**config.mk**
```make
export PLATFORM = sky130hd
export DESIGN_NAME = uart_cmd_controller
export DESIGN_NICKNAME = d
export VERILOG_FILES = /design/src/rtl/uart_cmd_controller.sv
export SDC_FILE = /design/constraint.sdc
export NUM_CORES = 1
export LEC_CHECK = 0
export BUFFER_PORTS_ARGS = -buffer_cell sky130_fd_sc_hd__buf_2
export CAP_MARGIN = 0
export CORE_MARGIN = 5
export CORE_UTILIZATION = 40
export CTS_BUF_LIST = sky130_fd_sc_hd__clkbuf_4 sky130_fd_sc_hd__clkbuf_8
export CTS_CLUSTER_SIZE = 24
export DETAILED_ROUTE_END_ITERATION = 7
export PLACE_DENSITY = 0.59
export SETUP_SLACK_MARGIN = 0.5
export SLEW_MARGIN = 20
export SYNTH_ARGS = -nofsm -noshare
export SYNTH_HDL_FRONTEND = slang
export SYNTH_SLANG_ARGS = --single-unit
```
**constraint.sdc**
```tcl
create_clock -name clk -period 4.78 [get_ports clk]
set_clock_uncertainty 0.2 [all_clocks]
set_input_delay 0.478 -clock clk [delete_from_list [all_inputs] [get_ports clk]]
set_output_delay 0.478 -clock clk [all_outputs]
set_load 0.1 [all_outputs]
```
**src/rtl/uart_cmd_controller.sv**
```systemverilog
`timescale 1ns/1ps
// uart_cmd_controller
// Parses SOF/ADDR/LEN/payload/CHK frames from the UART byte stream.
// Each good payload is replayed as a burst of byte writes to a register file.
// Bad frames (length, checksum, inter-byte timeout) are dropped whole.
// A byte arriving during a burst is dropped and flagged as an overrun.
//
// Byte input: rx_valid is a one-cycle strobe, and rx_data is meaningful
// only in that cycle. There is no back-pressure, so a byte that cannot be
// taken is lost and reported on frame_err/err_code.
//
// Every output is a register. dbg_state mirrors the FSM state so a checker
// can follow the parser without reaching into the hierarchy.
module uart_cmd_controller #(
    parameter int         MAX_LEN      = 16,
    parameter int         TIMEOUT_CLKS = 9_090_900,
    parameter logic [7:0] SOF_BYTE     = 8'hA5
) (
    input  logic       clk,
    input  logic       rst,
    input  logic       rx_valid,
    input  logic [7:0] rx_data,
    output logic       wr_en,
    output logic [7:0] wr_addr,
    output logic [7:0] wr_data,
    output logic       busy,
    output logic       frame_done,
    output logic       frame_err,
    output logic [2:0] err_code,
    output logic [2:0] dbg_state
);

    localparam int IW = $clog2(MAX_LEN + 1);
    localparam int AW = (MAX_LEN > 1) ? $clog2(MAX_LEN) : 1;
    localparam int CW = $clog2(TIMEOUT_CLKS);

    localparam logic [7:0]    MAX_LEN_B = 8'(MAX_LEN);
    // Expiry is flagged on the edge where the idle count would reach
    // TIMEOUT_CLKS-1, so the error lands TIMEOUT_CLKS-1 edges after the last byte.
    localparam logic [CW-1:0] TMO_FIRE  = CW'(TIMEOUT_CLKS - 2);

    localparam logic [2:0] ERR_LEN     = 3'd1;
    localparam logic [2:0] ERR_CHK     = 3'd2;
    localparam logic [2:0] ERR_TIMEOUT = 3'd3;
    localparam logic [2:0] ERR_OVERRUN = 3'd4;

    typedef enum logic [2:0] {
        S_IDLE   = 3'd0,
        S_ADDR   = 3'd1,
        S_LEN    = 3'd2,
        S_DATA   = 3'd3,
        S_CHK    = 3'd4,
        S_COMMIT = 3'd5
    } state_t;

    state_t        r_state;
    logic [7:0]    r_base;
    logic [7:0]    r_chk;
    logic [IW-1:0] r_len;
    logic [IW-1:0] r_idx;
    logic [IW-1:0] r_widx;
    logic [CW-1:0] r_tmo;

    logic          r_wr_en;
    logic [7:0]    r_wr_addr;
    logic [7:0]    r_wr_data;
    logic          r_busy;
    logic          r_frame_done;
    logic          r_frame_err;
    logic [2:0]    r_err_code;

    logic [7:0]    r_buf [MAX_LEN];

    wire           w_buf_we = (r_state == S_DATA) && rx_valid;

    assign wr_en      = r_wr_en;
    assign wr_addr    = r_wr_addr;
    assign wr_data    = r_wr_data;
    assign busy       = r_busy;
    assign frame_done = r_frame_done;
    assign frame_err  = r_frame_err;
    assign err_code   = r_err_code;
    assign dbg_state  = r_state;

    // Payload buffer: filled in DATA, read back in order during COMMIT; no reset needed.
    always_ff @(posedge clk) begin
        if (w_buf_we) begin
            r_buf[r_idx[AW-1:0]] <= rx_data;
        end
    end

    // Frame parser, inter-byte timeout and commit sequencer.
    always_ff @(posedge clk or posedge rst) begin
        if (rst) begin
            r_state      <= S_IDLE;
            r_base       <= 8'd0;
            r_chk        <= 8'd0;
            r_len        <= '0;
            r_idx        <= '0;
            r_widx       <= '0;
            r_tmo        <= '0;
            r_wr_en      <= 1'b0;
            r_wr_addr    <= 8'd0;
            r_wr_data    <= 8'd0;
            r_busy       <= 1'b0;
            r_frame_done <= 1'b0;
            r_frame_err  <= 1'b0;
            r_err_code   <= 3'd0;
        end else begin
            r_frame_done <= 1'b0;
            r_frame_err  <= 1'b0;

            case (r_state)
                S_IDLE: begin
                    r_tmo   <= '0;
                    r_wr_en <= 1'b0;
                    // Anything other than SOF is line noise and is ignored silently.
                    if (rx_valid && (rx_data == SOF_BYTE)) begin
                        r_state <= S_ADDR;
                        r_busy  <= 1'b1;
                    end
                end

                S_COMMIT: begin
                    r_tmo <= '0;
                    // No room for a new frame yet: drop the byte, keep writing.
                    if (rx_valid) begin
                        r_frame_err <= 1'b1;
                        r_err_code  <= ERR_OVERRUN;
                    end
                    if (r_widx == r_len) begin
                        r_wr_en      <= 1'b0;
                        r_frame_done <= 1'b1;
                        r_busy       <= 1'b0;
                        r_state      <= S_IDLE;
                    end else begin
                        r_wr_en   <= 1'b1;
                        r_wr_addr <= r_base + 8'(r_widx);
                        r_wr_data <= r_buf[r_widx[AW-1:0]];
                        r_widx    <= r_widx + IW'(1);
                    end
                end

                // ADDR, LEN, DATA and CHK all wait on a byte under the timeout.
                default: begin
                    if (rx_valid) begin
                        // A byte on the expiry cycle wins over the timeout.
                        r_tmo <= '0;
                        case (r_state)
                            S_ADDR: begin
                                r_base  <= rx_data;
                                r_chk   <= rx_data;
                                r_state <= S_LEN;
                            end
                            S_LEN: begin
                                if ((rx_data == 8'd0) || (rx_data > MAX_LEN_B)) begin
                                    r_frame_err <= 1'b1;
                                    r_err_code  <= ERR_LEN;
                                    r_busy      <= 1'b0;
                                    r_state     <= S_IDLE;
                                end else begin
                                    r_len   <= rx_data[IW-1:0];
                                    r_chk   <= r_chk ^ rx_data;
                                    r_idx   <= '0;
                                    r_state <= S_DATA;
                                end
                            end
                            S_DATA: begin
                                // SOF inside a frame is plain payload; no resync.
                                r_chk <= r_chk ^ rx_data;
                                r_idx <= r_idx + IW'(1);
                                if (r_idx == (r_len - IW'(1))) begin
                                    r_state <= S_CHK;
                                end
                            end
                            S_CHK: begin
                                if (rx_data != r_chk) begin
                                    r_frame_err <= 1'b1;
                                    r_err_code  <= ERR_CHK;
                                    r_busy      <= 1'b0;
                                    r_state     <= S_IDLE;
                                end else begin
                                    // First write goes out on the very next cycle.
                                    r_wr_en   <= 1'b1;
                                    r_wr_addr <= r_base;
                                    r_wr_data <= r_buf[0];
                                    r_widx    <= IW'(1);
                                    r_state   <= S_COMMIT;
                                end
                            end
                            default: begin
                                r_busy  <= 1'b0;
                                r_state <= S_IDLE;
                            end
                        endcase
                    end else if (r_tmo == TMO_FIRE) begin
                        r_tmo       <= '0;
                        r_frame_err <= 1'b1;
                        r_err_code  <= ERR_TIMEOUT;
                        r_busy      <= 1'b0;
                        r_state     <= S_IDLE;
                    end else begin
                        r_tmo <= r_tmo + CW'(1);
                    end
                end
            endcase
        end
    end

endmodule

```
-- Word-level counts from Yosys, hierarchy flattened
Memories as Yosys holds them, arrays and structs flattened.
Cells that the tools add are included.
- input port bits: 11
- output and inout bits: 26
- memories kept: 1
- logic and storage cells: 135
- bits in writable memories: 128
- bits in registers: 81
- memories (memory ; depth ; width ; read ports ; clocked after memory_dff ; write ports ; RTL line ; text):
    r_buf ; 16 ; 8 ; 2 ; 0 ; 1 ; 72 ; logic [7:0] r_buf [MAX_LEN];
- equality and inequality tests: 24
- reduce and logical (&&, ||, !) cells: 24
- magnitude comparators: 1
- add/subtract/negate cells: 5
- multiplexer cells: 62
- bitwise operators: 4
- operators with widths (kind ; count):
    24-bit two-way mux ; 3
    8-bit two-way mux ; 9
    3-bit two-way mux ; 11
    8-bit one-hot mux with 2 select lines ; 2
    5-bit two-way mux ; 5
    24-bit by 1-bit adder with 24-bit output (second input constant) ; 1
    24-bit == test (second input constant) ; 1
    8-bit one-hot mux with 3 select lines ; 1
    5-bit one-hot mux with 2 select lines ; 2
    1-bit two-way mux ; 19
    3-bit one-hot mux with 2 select lines ; 3
    4-bit AND reduction ; 4
    3-bit one-hot mux with 4 select lines ; 1
    6-bit AND reduction ; 2
    5-bit by 1-bit adder with 5-bit output (second input constant) ; 2
    5-bit == test ; 2
    2-bit != test (second input constant) ; 5
    5-bit != test (second input constant) ; 2
    3-bit nonzero test ; 3
    8-bit by 5-bit adder with 8-bit output ; 1
    8-bit == test (second input constant) ; 1
    8-bit by 5-bit greater-than comparator with 1-bit output (second input constant) ; 1
    8-bit zero test ; 1
    4-bit != test (second input constant) ; 2
    other kinds (23) ; 36

-- Logic depth before layout (Yosys ltp)
- depth in word-level cells: 6
- gate-level depth with buffers: 10
- depth with buffers taken out: 9

-- Worst setup path after synthesis
Ideal clock, no wire load.
- path type: register to register
- start point: register r_state[2], in the netlist dbg_state[2]
- end point: memory r_buf[1][0] (enable)
- path buffers: 1
- clock period less this slack: 3026 ps
- arrival time: 2443 ps
- library setup time: 383 ps
- cell stages (with the launch flop): 7
- slack: 1754 ps
- required time: 4197 ps
- cell sequence: dfrtp_1 > buf_1 > nor2b_1 > nand2_1 > nor2_1 > nand2_1 > nor3_1
- cells in the longest elaborated chain, start to end: 4
- RTL lines (what ; RTL line ; text):
    start, declared ; 56 ; state_t r_state;
    start signal, assigned ; 95 ; r_state <= S_IDLE;
    start signal, assigned ; 119 ; r_state <= S_ADDR;
    start signal, assigned ; 135 ; r_state <= S_IDLE;
    3-bit by 2-bit == test with 1-bit output ; 74 ; wire w_buf_we = (r_state == S_DATA) && rx_valid;
    1-bit logical AND ; 74 ;
    1-bit two-way mux ; 87 ; if (w_buf_we) begin
    1-bit two-way mux (implied by the code) ; 88 ; r_buf[r_idx[AW-1:0]] <= rx_data;
    end, declared ; 72 ;
Every way passes these cells.

-- Worst setup path after layout
- start point: register r_state[2], in the netlist dbg_state[2]
- end point: register r_widx[3]
- cells in the longest elaborated chain, start to end: 3
- elaborated cells on any way between the ends: 10
- those cells by class: eq/ne (4); mux (1); bitwise (1); reduce/logical (4)
- RTL lines (what ; RTL line ; text):
    3-bit == test (tied with other cells) ; 113 ; case (r_state)
    2-bit by 1-bit != test with 1-bit output (no line) (tied with other cells) ; - ;
    5-bit AND reduction (no line) ; - ;
    end signal, assigned ; 140 ; r_widx <= r_widx + IW'(1);
    end, declared ; 61 ; logic [IW-1:0] r_widx;
Parallel ways exist; a longest one is shown, timed or not.
A chain may end at the register's enable or synchronous reset.

==> impl_metrics.csv <==
group,metric,value,unit
status,run_status,"completed",
hold_path,path_category_of_the_worst_min_delay_check,"in -> reg",
clocking,cts_tree,"yes",
floorplan,die_x,164,µm
worst_setup_path,crit_path_end_kind,"flop",
routing,drt_first_pass_iters,5,
logic_synthesis,ffs_w_async_s_r_synth,38.8,%
floorplan,floorplan.die_area,0.0269,mm²
power_and_ir_drop,power-per-cell-area,605,mW/mm²
floorplan,initial_util,40.5,%
final_layout,num-fill-cells,2093,
floorplan,io-pin-count,37,
logic_synthesis,adder_cell_share_of_the_synthesized_area,1.93,%
routing,met2_length,10400,µm
logic_synthesis,synth_fp_nets,743,
clocking,cts.sinks,209,
routing,detailroute.via_count,5993,
logic_synthesis,muxShareOfSynthArea,10.7,%
placed_design,number_of_port_buffers,36,
global_routing,grt_pass1_vias,6265,
logic_synthesis,syn_inst,718,
clocking,clock_tree_root_driver_cell,"sky130_fd_sc_hd__clkbuf_8",
clocking,tritoncts.num_buffers,36,
routing,topmost_layer_with_routed_signal_wires,"met4",
worst_setup_path,register_to_register_path_depth,6,
global_routing,gr-total-overflow,0,
timing,timing.final.hold_violations,0,
global_routing,antenna_violations_before_repair,0,
hold_path,end_point_of_the_most_critical_hold_path,"r_chk[4]",
routing,drt_drc_violations_left,0,
final_layout,final_net_count,784,
floorplan,core-area,0.0234,mm²
global_routing,grt_usage,17.3,%
timing,achievable-frequency,308,MHz
clocking,htree_levels,2,
routing,ant_nets,0,
worst_setup_path,path_max_fanout,36,
worst_setup_path,critical_path.slowest_cell,"sky130_fd_sc_hd__a31oi_1",
logic_synthesis,ys_ff_latch,209,
placed_design,dp_hpwl,14800,µm
clocking,clock_latency_on_the_worst_skew_pair,0.54,ns
timing,grt_setup_unrepaired,"no",
worst_setup_path,critical_path.cell_chain,"and2b_1, nand2_1, a31oi_1, or2_4, a41oi_2, a211oi_2",
floorplan,die_height,164,µm
logic_synthesis,yosys.area_share.simple,12.6,%
hold_path,min_delay_path_depth,2,
power_and_ir_drop,p_leak,3.91,nW
routing,route.layer.met1.wl,10100,µm
hold_path,hp-start,"rx_data[4]",
worst_setup_path,r2r_setup_slack,1.53,ns
final_layout,synthToLayoutAreaGrowth,12.2,%
logic_synthesis,synth-edff-count,128,
timing,period_share,67.9,%
logic_synthesis,combinational_family_with_the_most_area_after_synthesis,"simple AND/OR/NAND/NOR gates",
logic_synthesis,ys.warnings.count,0,
worst_setup_path,worst-setup-path-type,"reg -> reg",
logic_synthesis,post_synthesis_instance_area,0.00948,mm²
worst_setup_path,r2r_end,"r_widx[3]",
logic_synthesis,post_synthesis_sequential_area_ratio,61.9,%
placed_design,place_area,0.00989,mm²
worst_setup_path,cp.arrival,3.48,ns
clocking,clockBufferDepth,3,
timing,finalSetupTns,0,ns
logic_synthesis,syn_area_per_cell,13.2,µm²
logic_synthesis,post_synth_num_cell_types,59,
routing,routed_wl,22400,µm
logic_synthesis,synth-compound-area-share,5.82,%
worst_setup_path,timing.rr.start,"dbg_state[2]",
timing,max-slew-margin-rel,30.0,%
global_routing,global_route_wire_length_before_repair,35800,µm
worst_setup_path,critical_path.max_stage_delay,0.65,ns
worst_setup_path,crit_path_start_kind,"flop",
clocking,cts.repair_timing.setup_buffer_count,0,
routing,detail_route.wl_per_cell,20.3,µm
routing,post_drt_via_cell_ratio,5.42,
job,cap_viol_max_count,0,
final_layout,layout-drive-gt1-share,20.1,%
power_and_ir_drop,worst_ir_drop_on_vdd,0.000415,V
final_layout,final_core_utilization,45.5,%
timing,period_minus_slack,3.25,ns
worst_setup_path,worstSetupStartpoint,"dbg_state[2]",
global_routing,grt_max_degree,44,
worst_setup_path,critical_path_required,5.02,ns
timing,report.final.slew_viol_count,0,
floorplan,rows,56,
final_layout,final_standard_cell_area_without_fillers,0.0106,mm²
logic_synthesis,synth-main-ff-cell,"sky130_fd_sc_hd__edfxtp_1",
routing,met3WireLength,1500,µm
routing,dr.first_iter.drc_count,672,
timing,setup_viol,0,
timing,max_slew.worst_pin.slew,1.02,ns
final_layout,antenna_cells,0,
clocking,cts.clk_slew.worst_paths,0.06,ns
logic_synthesis,yosys.area_share.xor_xnor,4.16,%
placed_design,place.gp.congestion,0.797,
==> worst max path at each step <==
stage / endpoint / slack [ns] / cells after the start
floorplan: r_buf[1][0] / 1.75 / 6
global placement: r_buf[3][2] / 1.47 / 7
detailed placement: r_widx[3] / 1.59 / 6
CTS: r_widx[3] / 1.57 / 6
global route: r_widx[3] / 1.32 / 6
finish: r_widx[3] / 1.53 / 6
==> state kept, by name, summed over array words and instances, names as in the netlist, 3 cells and up <==
signal	flops
r_widx	5
err_code	3
r_tmo	24
r_base	8
r_len	5
dbg_state	3
wr_data	8
r_buf	128
wr_addr	8
r_idx	5
r_chk	8
==> cell usage after synthesis (all sizes together) (7+ instances only) <==
| master | instances | share of area, % |
|---|---|---|
| dfrtp | 81 | 21 |
| mux4 | 40 | 9.5 |
| nor3 | 21 | 1.2 |
| o21ai | 21 | 1.1 |
| nand2 | 91 | 3.6 |
| a31oi | 13 | 0.86 |
| nand3 | 17 | 0.90 |
| buf | 26 | 1.8 |
| inv | 14 | 0.55 |
| xnor2 | 15 | 1.4 |
| ha | 13 | 1.7 |
| nor2 | 78 | 3.1 |
| a21oi | 33 | 1.8 |
| or3 | 7 | 0.46 |
| edfxtp | 128 | 41 |
| xor2 | 30 | 2.8 |
| mux2i | 10 | 1.1 |
| clkbuf | 13 | 0.53 |
==> layout make-up <==
type / instances / area (µm²) / share of cell area, %
flip-flops and latches: 209 / 5870 / 55.2
multi-input cells: 456 / 3360 / 31.6
clock buffers: 46 / 577 / 5.42
well taps: 319 / 399 / 3.75
repair buffers: 42 / 228 / 2.14
clock inverters: 19 / 150 / 1.41
inverters: 14 / 53.8 / 0.506
==> repair_timing <==
action	CTS	global route
endpoints found under the hold margin	42	0
hold buffers	1	0
gates resized for setup	0	0
endpoints found under the setup margin	0	0
==> worst max-delay path: cells and delay by family, from the launching register on <==
| kind | cells | cell delay, ns |
|---|---|---|
| AOI/OAI and AO/OA | 3 | 1.07 |
| DFF | 1 | 0.64 |
| and+or+nand+nor | 3 | 1.24 |
==> through the flow <==
stage / hold WS [ns] / power (mW) / std cells / setup WS, ns
floorplan: 0.266 / 4.35 / 718 / 1.75
global placement: 0.293 / 4.78 / 1039 / 1.47
detailed placement: 0.289 / 4.83 / 1039 / 1.59
CTS: 0.0625 / 6.48 / 1105 / 1.57
global route: 0.0729 / 6.78 / 1105 / 1.32
finish: 0.0792 / 6.43 / 1105 / 1.53
==> cell families (layout without fill, tap and decap cells) <==
kind of cell,count (synthesis),count (layout)
simple gates,257,257
fa+ha+maj,14,14
flops,209,209
xor+xnor,45,45
compound gates,89,89
buf+inv,53,121
mux,51,51
==> metal layers <==
| layer | track usage (%) | up-vias |
|---|---|---|
| met4 | 4.54 | 0 |
| met2 | 27.0 | 214 |
| met3 | 3.61 | 28 |
| li1 | - | 2725 |
| met5 | 0 | - |
| met1 | 25.0 | 3026 |
==> cells in the final DEF, fill, tap and decap left out, types with 20 or more instances in the layout <==
master                     netlist  layout
sky130_fd_sc_hd__nor2_1         78      78
sky130_fd_sc_hd__mux4_2         40      40
sky130_fd_sc_hd__xor2_1         30      30
sky130_fd_sc_hd__clkbuf_8        0      37
sky130_fd_sc_hd__nand2_1        91      91
sky130_fd_sc_hd__dfrtp_1        81      80
sky130_fd_sc_hd__a21oi_1        32      32
sky130_fd_sc_hd__buf_2          13      36
sky130_fd_sc_hd__o21ai_0        20      20
sky130_fd_sc_hd__edfxtp_1      128     128
==> power breakdown <==
part	switching (mW)	total, mW	leakage [nW]	internal [mW]
logic	1.55	2.30	1.35	0.750
registers	0.347	2.49	2.17	2.14
clock network	0.738	1.65	0.387	0.910
(Power assumes the default switching activity.)
